$ cat config.mk
export PLATFORM = sky130hd
export DESIGN_NAME = pipe_ctrl
export DESIGN_NICKNAME = d
export VERILOG_FILES = /design/src/rtl/pipe_ctrl.sv
export SDC_FILE = /design/constraint.sdc
export NUM_CORES = 1
export LEC_CHECK = 0
export ABC_AREA = 1
export CAP_MARGIN = 20
export CORE_UTILIZATION = 50
export DETAILED_ROUTE_END_ITERATION = 10
export PLACE_DENSITY_LB_ADDON = 0.3
export RECOVER_POWER = 25
export SETUP_SLACK_MARGIN = 0.2
export SYNTH_ARGS = -nofsm -noshare
export SYNTH_HDL_FRONTEND = slang
export SYNTH_SLANG_ARGS = --single-unit
export TNS_END_PERCENT = 100
$ cat constraint.sdc
create_clock -name clk -period 2.1 [get_ports clk]
set_input_delay 0.21 -clock clk [delete_from_list [all_inputs] [get_ports clk]]
set_output_delay 0.21 -clock clk [all_outputs]
set_load 0.02 [all_outputs]
$ cat src/rtl/pipe_ctrl.sv
// rtl/pipe_ctrl.sv - central stall/flush controller for the five-stage pipeline
//
// Purpose: resolves load-use hazards, taken-branch redirects, I/D-cache miss
// stalls and the HLT drain sequence. It drives the enable/flush controls of
// the PC and of the four pipeline registers, and keeps saturating stall/flush
// performance counters.
//
// Ports:
//   clk, rst                    clock, synchronous active-high reset
//   id_rs, id_rt                source registers of the instruction in ID
//   id_use_rs, id_use_rt        ID instruction actually reads rs / rt
//   ex_memread, ex_rd           EX instruction is a load, and its destination
//   branch_taken                branch resolved taken in ID
//   halt_id                     valid HLT in ID
//   icache_miss, dcache_miss    fetch / MEM access not ready (level)
//   pc_en .. mem_wb_en          register write enables and flushes
//   halted                      processor fully halted
//   stall_cnt, flush_cnt        saturating performance counters

module pipe_ctrl #(
    parameter int CNT_W = 16,
    parameter int DRAIN = 3
) (
    input  logic             clk,
    input  logic             rst,
    input  logic [3:0]       id_rs,
    input  logic [3:0]       id_rt,
    input  logic             id_use_rs,
    input  logic             id_use_rt,
    input  logic             ex_memread,
    input  logic [3:0]       ex_rd,
    input  logic             branch_taken,
    input  logic             halt_id,
    input  logic             icache_miss,
    input  logic             dcache_miss,
    output logic             pc_en,
    output logic             if_id_en,
    output logic             if_id_flush,
    output logic             id_ex_en,
    output logic             id_ex_flush,
    output logic             ex_mem_en,
    output logic             mem_wb_en,
    output logic             halted,
    output logic [CNT_W-1:0] stall_cnt,
    output logic [CNT_W-1:0] flush_cnt
);

    typedef enum logic [1:0] {
        S_RUN     = 2'd0,
        S_HALTING = 2'd1,
        S_HALTED  = 2'd2
    } state_t;

    localparam logic [1:0] DRN_LAST = 2'(DRAIN - 1);

    state_t     state;
    logic [1:0] drn;
    logic       lu;

    // r0 is hard-wired zero, so a load targeting it never creates a hazard.
    assign lu = ex_memread && (ex_rd != 4'd0) &&
                ((id_use_rs && (id_rs == ex_rd)) || (id_use_rt && (id_rt == ex_rd)));

    always_comb begin
        pc_en       = 1'b1;
        if_id_en    = 1'b1;
        if_id_flush = 1'b0;
        id_ex_en    = 1'b1;
        id_ex_flush = 1'b0;
        ex_mem_en   = 1'b1;
        mem_wb_en   = 1'b1;
        halted      = 1'b0;
        if (rst || dcache_miss || (state == S_HALTED)) begin
            // Reset, a data-cache miss and the halted state all freeze every stage.
            pc_en     = 1'b0;
            if_id_en  = 1'b0;
            id_ex_en  = 1'b0;
            ex_mem_en = 1'b0;
            mem_wb_en = 1'b0;
            halted    = !rst && (state == S_HALTED);
        end else if (state == S_HALTING) begin
            // Only bubbles follow the HLT down the pipe while it retires.
            pc_en       = 1'b0;
            if_id_en    = 1'b0;
            id_ex_flush = 1'b1;
        end else if (lu) begin
            pc_en       = 1'b0;
            if_id_en    = 1'b0;
            id_ex_flush = 1'b1;
        end else if (branch_taken) begin
            // The redirect wins over a pending fetch miss: the fetched slot is discarded anyway.
            if_id_flush = 1'b1;
        end else if (halt_id) begin
            pc_en    = 1'b0;
            if_id_en = 1'b0;
        end else if (icache_miss) begin
            pc_en       = 1'b0;
            if_id_flush = 1'b1;
        end
    end

    always_ff @(posedge clk) begin
        if (rst) begin
            state     <= S_RUN;
            drn       <= 2'd0;
            stall_cnt <= '0;
            flush_cnt <= '0;
        end else begin
            case (state)
                S_RUN: begin
                    if (!dcache_miss && !lu && !branch_taken && halt_id) begin
                        state <= S_HALTING;
                        drn   <= 2'd0;
                    end
                end
                S_HALTING: begin
                    // A data-cache miss holds the drain count: the HLT is frozen too.
                    if (!dcache_miss) begin
                        if (drn == DRN_LAST) begin
                            state <= S_HALTED;
                        end else begin
                            drn <= drn + 2'd1;
                        end
                    end
                end
                default: begin
                end
            endcase
            if ((state == S_RUN) && !pc_en && (stall_cnt != '1)) begin
                stall_cnt <= stall_cnt + CNT_W'(1);
            end
            if (if_id_flush && (flush_cnt != '1)) begin
                flush_cnt <= flush_cnt + CNT_W'(1);
            end
        end
    end

endmodule

# Word-level counts from Yosys, hierarchy flattened
# Cells that the tools add are included.
[op_classes] n_addsub=3 multipliers=0 n_div=0 n_lt_le_gt_ge=0 n_eq_ne=11 shift=0 n_mux=30 bitwise=0 n_reduce_logical=24
[op_table] cell="$add 16x1->16 const B" count=2
[op_table] cell="$ne 16x16->1 const B" count=2
[op_table] cell="$mux 1" count=22
[op_table] cell="$mux 2" count=6
[op_table] cell="$logic_and 1x1->1" count=11
[op_table] cell="$eq 4x4->1" count=2
[op_table] cell="$pmux 2 s2" count=2
[op_table] cell="$reduce_and 4->1" count=2
[op_table] cell="$ne 2x2->1 const B" count=3
[op_table] cell="$logic_not 1->1" count=5
[op_table] cell="$eq 2x2->1 const B" count=2
[op_table] cell="$reduce_bool 4->1" count=1
[op_table] cell="$logic_or 1x1->1" count=3
[op_table] cell="$add 2x1->2 const B" count=1
[op_table] cell="$eq 2x1->1 const B" count=1
[op_table] cell="$logic_not 2->1" count=1
[op_table] cell="$ne 2x1->1 const B" count=1
[op_table] cell="$reduce_bool 2->1" count=1
[word_totals] ff_bits=36 latchBits=0 ramBits=0 mem_bits_ro=0 inputBits=21 output_inout_bits=40 memories=0

# Depth between registers and ports, before layout
# Gate-level depths: netlist of run 1.
[logic_depth] depth_word=10 ltp_mapped=13

# Worst setup path before layout of run 1
# OpenSTA, ideal clock, no wires.
[synth_path] path_kind="register to output" start="register state[0]" end="output id_ex_flush" t_arrival_ns=1.617 required_ns=1.890 path_slack_ns=0.273 stages_incl_launch_ff=8 path_cell_list="dfxtp_1 -> inv_1 -> nor2_1 -> inv_1 -> nand2_1 -> inv_2 -> buf_2 -> nor4_1"
[synth_between] elab_chain_len=3 word_cells_on_any_way=5
[synth_lines] item="from (decl)" line="56" text="state_t state;"
[synth_lines] item="from (signal assigned)" line="104" text="state <= S_RUN;"
[synth_lines] item="from (signal assigned)" line="112" text="state <= S_HALTING;"
[synth_lines] item="from (signal assigned)" line="120" text="state <= S_HALTED;"
[synth_lines] item="$eq 2x1->1 / $eq 2x2->1 (equally long branches)" line="81, 73"
[synth_lines] item="$mux 1 / $logic_or 1x1->1 (equally long branches)" line="81, 73"
[synth_lines] item="$mux 1 *" line="73" text="if (rst || dcache_miss || (state == S_HALTED)) begin"
[synth_lines] item="to (decl)" line="40" text="output logic id_ex_flush,"
# Mark *: on every way between the ends. The rest lies on a longest branch, timed or not.

# Worst setup path in the final report of run 1
[layout_path] start="input id_rt[2]" end="output id_ex_flush"
[layout_between] elab_chain_len=7
[layout_lines] item="from (decl)" line="27" text="input logic [3:0] id_rt,"
[layout_lines] item="$eq 4x4->1" line="62" text="((id_use_rs && (id_rs == ex_rd)) || (id_use_rt && (id_rt == ex_rd)));"
[layout_lines] item="$logic_and 1x1->1" line="62"
[layout_lines] item="$logic_or 1x1->1" line="62"
[layout_lines] item="$logic_and 1x1->1" line="61" text="assign lu = ex_memread && (ex_rd != 4'd0) &&"
[layout_lines] item="$mux 1" line="86" text="end else if (lu) begin"
[layout_lines] item="$mux 1" line="81" text="end else if (state == S_HALTING) begin"
[layout_lines] item="$mux 1" line="73"
# Every way passes these cells.

==> impl_metrics.py, run 1 <==
metrics = {
    "synth": {
        "yosys_warnings": 0,
        "synth.distinct_cells": 27,
        "synthArstFlopShare_pct": 0,
        "ys_seq_area_share_pct": 29.28,
        "synthTopCellsByArea": "dfxtp_1 29%, nand2_1 13%, nand4_1 8.9%",
        "yosysTopAreaCellShare_pct": 29.28,
        "yosys-top-cells-count": "83 x nand2_1, 40 x nor2_1, 36 x dfxtp_1",
        "syn-cell-area_sq_um": 2461,
        "synth_area_per_cell_sq_um": 6.799,
        "ys_ff_latch": 36,
        "synth_top_cell_by_area": "dfxtp_1",
        "yosysMostFrequentCell": "nand2_1",
        "synth_edf_count": 0,
        "syn_nets": 386,
        "ys.flop_type": "dfxtp_1",
        "synthCells": 362,
    },
    "sta": {
        "fin_crit_sh_pct": 86.59,
        "setup_viol": 0,
        "fmax_mhz": 550.0,
        "setup_tns_ps": 0,
        "hold_viol_final": 0,
        "slew_headroom_pct": 60.61,
        "min_period_ps": 1818,
        "fin_skew_ps": 7.320,
        "rsz0062_at_grt": "true",
        "tightest_slew_ps": 590.8,
        "slew_violations": 0,
        "hold_slack_ps": 492.9,
    },
    "place": {
        "port_buffers": 60,
        "dpl.hpwl_mm": 4.496,
        "routabilityCongestion": 0.8852,
        "post_dp_cell_area_sq_um": 3183,
    },
    "layout": {
        "diodes": 0,
        "final_nets": 458,
        "final_layout_size_suffix_gt1_share_pct": 17.70,
        "fillers": 394,
        "syn2layout_area_growth_pct": 38.43,
        "final_area_sq_um": 3407,
        "register_area_sq_um": 721.9,
        "multi_input_area_sq_um": 1570,
    },
    "power_and_ir_drop": {
        "p_comb_share_pct": 20.9,
        "clockPowerShare_pct": 42.8,
        "cellLeakagePower_nw": 1.451,
        "p_switching_mw": 0.5446,
        "ir_worst_vdd_mv": 0.4522,
        "p_int_mw": 1.465,
        "p_seq_share_pct": 36.4,
        "p_sw_share_pct": 27.10,
        "powerDensity_nw_per_um2": 590.0,
    },
    "run_status": {
        "status": "finished clean",
    },
    "die": {
        "core_area_sq_um": 4723,
        "die_w_um": 72.16,
        "num_rows": 25,
        "start_util_pct": 52.11,
        "io_pins": 61,
        "die-area_sq_um": 5207,
        "chipHeight_um": 72.16,
    },
    "routing": {
        "routed_wirelength_mm": 6.583,
        "drcViolationCount": 0,
        "vias": 2696,
        "wl_per_cell_um": 13.11,
        "viasPerCell": 5.371,
        "ant_nets": 0,
        "firstDrtPassIters": 6,
        "first_iter_violations": 161,
    },
    "clocking": {
        "clockBufferDepth": 2,
        "cts_buffers": 5,
        "cts_tree": "built",
        "clkSinkCount": 36,
        "cts.reportedPaths.clkPinSlew_ps": 80,
        "clk_latency_ps": 290,
        "htree_levels": 2,
        "clock-root-buffer": "clkbuf_8",
        "post-cts-setup-buffer-count": 0,
    },
    "hold_path": {
        "hold_class": "reg2reg",
    },
    "grt": {
        "grt_max_degree": 23,
        "grt.overflow.total": 0,
        "grt_pass1_wl_mm": 10.34,
        "grt_pass1_vias": 2418,
        "grt_use_total_pct": 24.84,
        "antenna_found_initial": 0,
    },
    "critical_path": {
        "start_kind": "input port",
        "crit_fanout": 3,
        "crit_type": "in2out",
        "worstSetupEndpointType": "output pin",
        "worstPathArrival_ps": 1610,
        "required_ps": 1890,
    },
    "run": {
        "maxCapViolations": 0,
    },
}
[cell usage in the layout (no fill, tap or decap), drive strengths merged]
cell type and count:
a21oi 32, dlygate4sd2 2, or2 2, nand2 96, a21boi 1, buf 19
nor3 12, nor2 44, dlygate4sd3 16, xor2 16, dlymetal6s2s 7, ha 3
nand4 35, xnor2 10, clkdlybuf4s50 31, nor4 1, nand3 25, dfxtp 36
clkbuf 7, bufinv 3, inv 37
[worst max-delay path, cell delays in order]
cell	delay (ps)
clkdlybuf4s50_1	480
nand2_1	60
inv_1	50
nor2_1	30
nor2_1	100
nand3_1	70
nand2_1	90
nand2_2	70
nand2_2	90
inv_2	40
nor4_2	150
buf_4	190
[layout make-up]
cell class                      count  area share [%]
Tap cell                           67           2.461
Clock inverter                      3           2.644
Sequential cell                    36           21.19
Timing Repair Buffer               77           21.52
Inverter                           37           4.076
Clock buffer                        5           2.020
Multi-Input combinational cell    277           46.09
[state kept, by name, summed over array words and instances, names as in the netlist]
signal and flops:
flush_cnt 16, stall_cnt 16, drn 2, state 2
[cells by family (layout without fill, tap and decap cells)]
family / Yosys count / count (layout) / synth area share, %
buffers and inverters: 51 / 122 / 9.303
adders and majority gates: 3 / 3 / 1.525
AOI/OAI and AO/OA: 33 / 33 / 8.338
xor gates and xnor gates: 26 / 26 / 9.252
and+or+nand+nor: 213 / 215 / 42.30
DFF: 36 / 36 / 29.28
[path summary, 6_finish.rpt]
check                                   from      endpoint  slack [ps]  cells after the start
worst min register to register  stall_cnt[3]  stall_cnt[3]         490                      2
worst min-delay path            stall_cnt[3]  stall_cnt[3]         490                      2
worst max register to register  stall_cnt[1]  stall_cnt[3]         310                      9
worst max-delay path                id_rt[2]   id_ex_flush         280                     12
[timing repair]
action,4_1_cts,5_1_grt
cloned,0,2
endpoints found under the setup margin,18,38
hold buffers,0,0
gates resized for setup,18,23
pin swaps,0,3
[power by group through the flow]
stage / combinational, mW / clock (mW) / sequential, mW
6_report: 0.419 / 0.860 / 0.731
5_1_grt: 0.458 / 0.899 / 0.734
4_1_cts: 0.400 / 0.873 / 0.731
3_5_place_dp: 0.398 / 0 / 0.745
3_3_place_gp: 0.390 / 0 / 0.746
2_1_floorplan: 0.244 / 0 / 0.759
[per-stage QoR]
| step | util (%) | worst slack [ps] | power (mW) | cells |
|---|---|---|---|---|
| after floorplan | - | 273.1 | 1.003 | 362 |
| after global placement | 67.39 | -247.3 | 1.136 | 492 |
| after detailed placement | 67.39 | -353.6 | 1.144 | 492 |
| after CTS | 70.60 | 152.6 | 2.003 | 500 |
| after global routing | 72.13 | 153.7 | 2.091 | 502 |
| final | 72.13 | 281.7 | 2.010 | 502 |
[layer usage]
layer | routed length, um | global-route usage [%]
met1 | 2662 | 28.26
met2 | 3468 | 45.69
met3 | 332 | 5.139
met4 | 119 | 8.715
met5 | 0 | 0
No activity file was read; power rests on OpenSTA's default activity.
==> inputs of run 2 (changes only) <==
- SLEW_MARGIN: default -> 20
- clock period: 2.1 -> 2.08 ns (I/O delays scaled with it)
==> impl_metrics.py, run 2 (synthesis results as in run 1) <==
metrics = {
    "run_status": {
        "status": "finished clean",
    },
    "grt": {
        "grt_pass1_vias": 2425,
        "grt_pass1_wl_mm": 10.22,
        "grt_use_total_pct": 24.63,
        "antenna_found_initial": 0,
        "grt.overflow.total": 0,
        "grt_max_degree": 23,
    },
    "place": {
        "port_buffers": 60,
        "dp_slack_ps": -342.2,
        "routabilityCongestion": 0.8861,
        "dpl.hpwl_mm": 4.524,
        "post_dp_cell_area_sq_um": 3206,
        "dp_cells": 495,
    },
    "layout": {
        "syn2layout_area_growth_pct": 37.16,
        "multi_input_area_sq_um": 1577,
        "register_area_sq_um": 720.7,
        "fillers": 402,
        "diodes": 0,
        "reg_top3": "flush_cnt: 16 flops, stall_cnt: 16 flops",
        "final_area_sq_um": 3376,
        "final_common_cell": "nand2_1",
        "mostFrequentLayoutCells": "81 x nand2_1, 38 x nor2_1, 36 x dfxtp_1",
        "final_layout_size_suffix_gt1_share_pct": 18.31,
        "final_nets": 460,
        "final_cell_count_no_fill": 504,
    },
    "clocking": {
        "clkSinkCount": 36,
        "clk_latency_ps": 290,
        "hold_buffers": 0,
        "cts_tree": "built",
        "htree_levels": 2,
        "post-cts-setup-buffer-count": 0,
        "cts_buffers": 5,
        "clock-root-buffer": "clkbuf_8",
        "cts.reportedPaths.clkPinSlew_ps": 70,
        "clockBufferDepth": 2,
    },
    "hold_path": {
        "min_path_cells": 2,
        "hold_class": "reg2reg",
    },
    "routing": {
        "vias": 2638,
        "drcViolationCount": 0,
        "ant_nets": 0,
        "firstDrtPassIters": 4,
        "wl_per_cell_um": 12.82,
        "viasPerCell": 5.234,
        "routed_wirelength_mm": 6.463,
        "first_iter_violations": 173,
    },
    "sta": {
        "fmax_mhz": 544.1,
        "tightest_slew_ps": 569.0,
        "fin_skew_ps": 3.484,
        "rsz0062_at_grt": "true",
        "slew_violations": 0,
        "fin_crit_sh_pct": 88.36,
        "slew_headroom_pct": 62.06,
        "hold_viol_final": 0,
        "setup_ws_ps": 242.2,
        "min_period_ps": 1838,
        "setup_viol": 0,
    },
    "die": {
        "io_pins": 61,
        "chipHeight_um": 72.16,
        "start_util_pct": 52.11,
        "core_area_sq_um": 4723,
        "num_rows": 25,
        "die_w_um": 72.16,
        "die-area_sq_um": 5207,
    },
    "critical_path": {
        "worstPathArrival_ps": 2000,
        "required_ps": 2240,
        "crit_type": "reg2reg",
        "r2r_cells": 9,
        "worstSetupEndpointType": "register",
        "crit_fanout": 9,
        "start_kind": "register",
    },
    "run": {
        "maxCapViolations": 0,
    },
    "power_and_ir_drop": {
        "cellLeakagePower_nw": 1.422,
        "powerDensity_nw_per_um2": 531.8,
        "ir_worst_vdd_mv": 0.4553,
    },
}
## run 2: changes by cell type in the layout (fill, tap and decap cells not counted), moves of 2 or more
cell | previous run | this run
buf_4 | 16 | 19
buf_6 | 2 | 0
bufinv_16 | 3 | 1
clkbuf_1 | 0 | 2
clkdlybuf4s15_1 | 0 | 2
clkdlybuf4s50_1 | 31 | 28
dlygate4sd2_1 | 2 | 4
dlygate4sd3_1 | 16 | 13
nor2_1 | 40 | 38
## run 2: where the power goes
part	switching [mW]	total (mW)	internal, mW
clock network	0.269	0.623	0.355
registers	0.0196	0.733	0.714
logic	0.268	0.438	0.170
## run 2: final cells by class
class,instances,area share [%]
Sequential cell,36,21.35
Tap cell,67,2.483
Multi-Input combinational cell,276,46.70
Clock buffer,5,2.039
Clock inverter,3,1.260
Timing Repair Buffer,80,22.05
Inverter,37,4.114
## run 2: worst paths after layout
check	start	endpoint	slack, ps
max	stall_cnt[0]	stall_cnt[9]	240
min	stall_cnt[15]	stall_cnt[15]	490
max reg2reg	stall_cnt[0]	stall_cnt[9]	240
min reg2reg	stall_cnt[15]	stall_cnt[15]	490
## run 2: what timing repair did
action / CTS / global route
endpoints found under the setup margin: 25 / 37
cloned: 0 / 1
gates resized for setup: 22 / 24
pin swaps: 0 / 9
hold endpoints to repair: 0 / 0
## run 2: worst max-delay path: stages, from the launching register on
cell     delay (ps)
dfxtp_1         380
ha_1            220
nand2_2         100
nor3_4          210
nand2_2         110
nor2_2          160
nand2_4         140
buf_4           210
nand4_1         120
a21oi_2          60
## run 2: stage by stage
stage	setup TNS, ps	util [%]	hold WS, ps	power [mW]
5_1_grt	0	71.47	516.8	1.881
6_report	0	71.47	494.0	1.795
2_1_floorplan	0	-	399.4	1.013
4_1_cts	0	70.09	498.1	1.786
3_5_place_dp	-6114	67.87	484.2	1.169
3_3_place_gp	-2735	67.87	478.5	1.158
## run 2: per-layer routing
metal | global-route usage, % | part of all wire (%) | vias up | wire length, um
met3 | 4.306 | 3.9 | 12 | 250
met5 | 0 | 0 | - | 0
met2 | 45.38 | 53 | 76 | 3400
met1 | 27.99 | 42 | 1208 | 2696
li1 | - | - | 1342 | -
met4 | 9.804 | 1.8 | 0 | 116
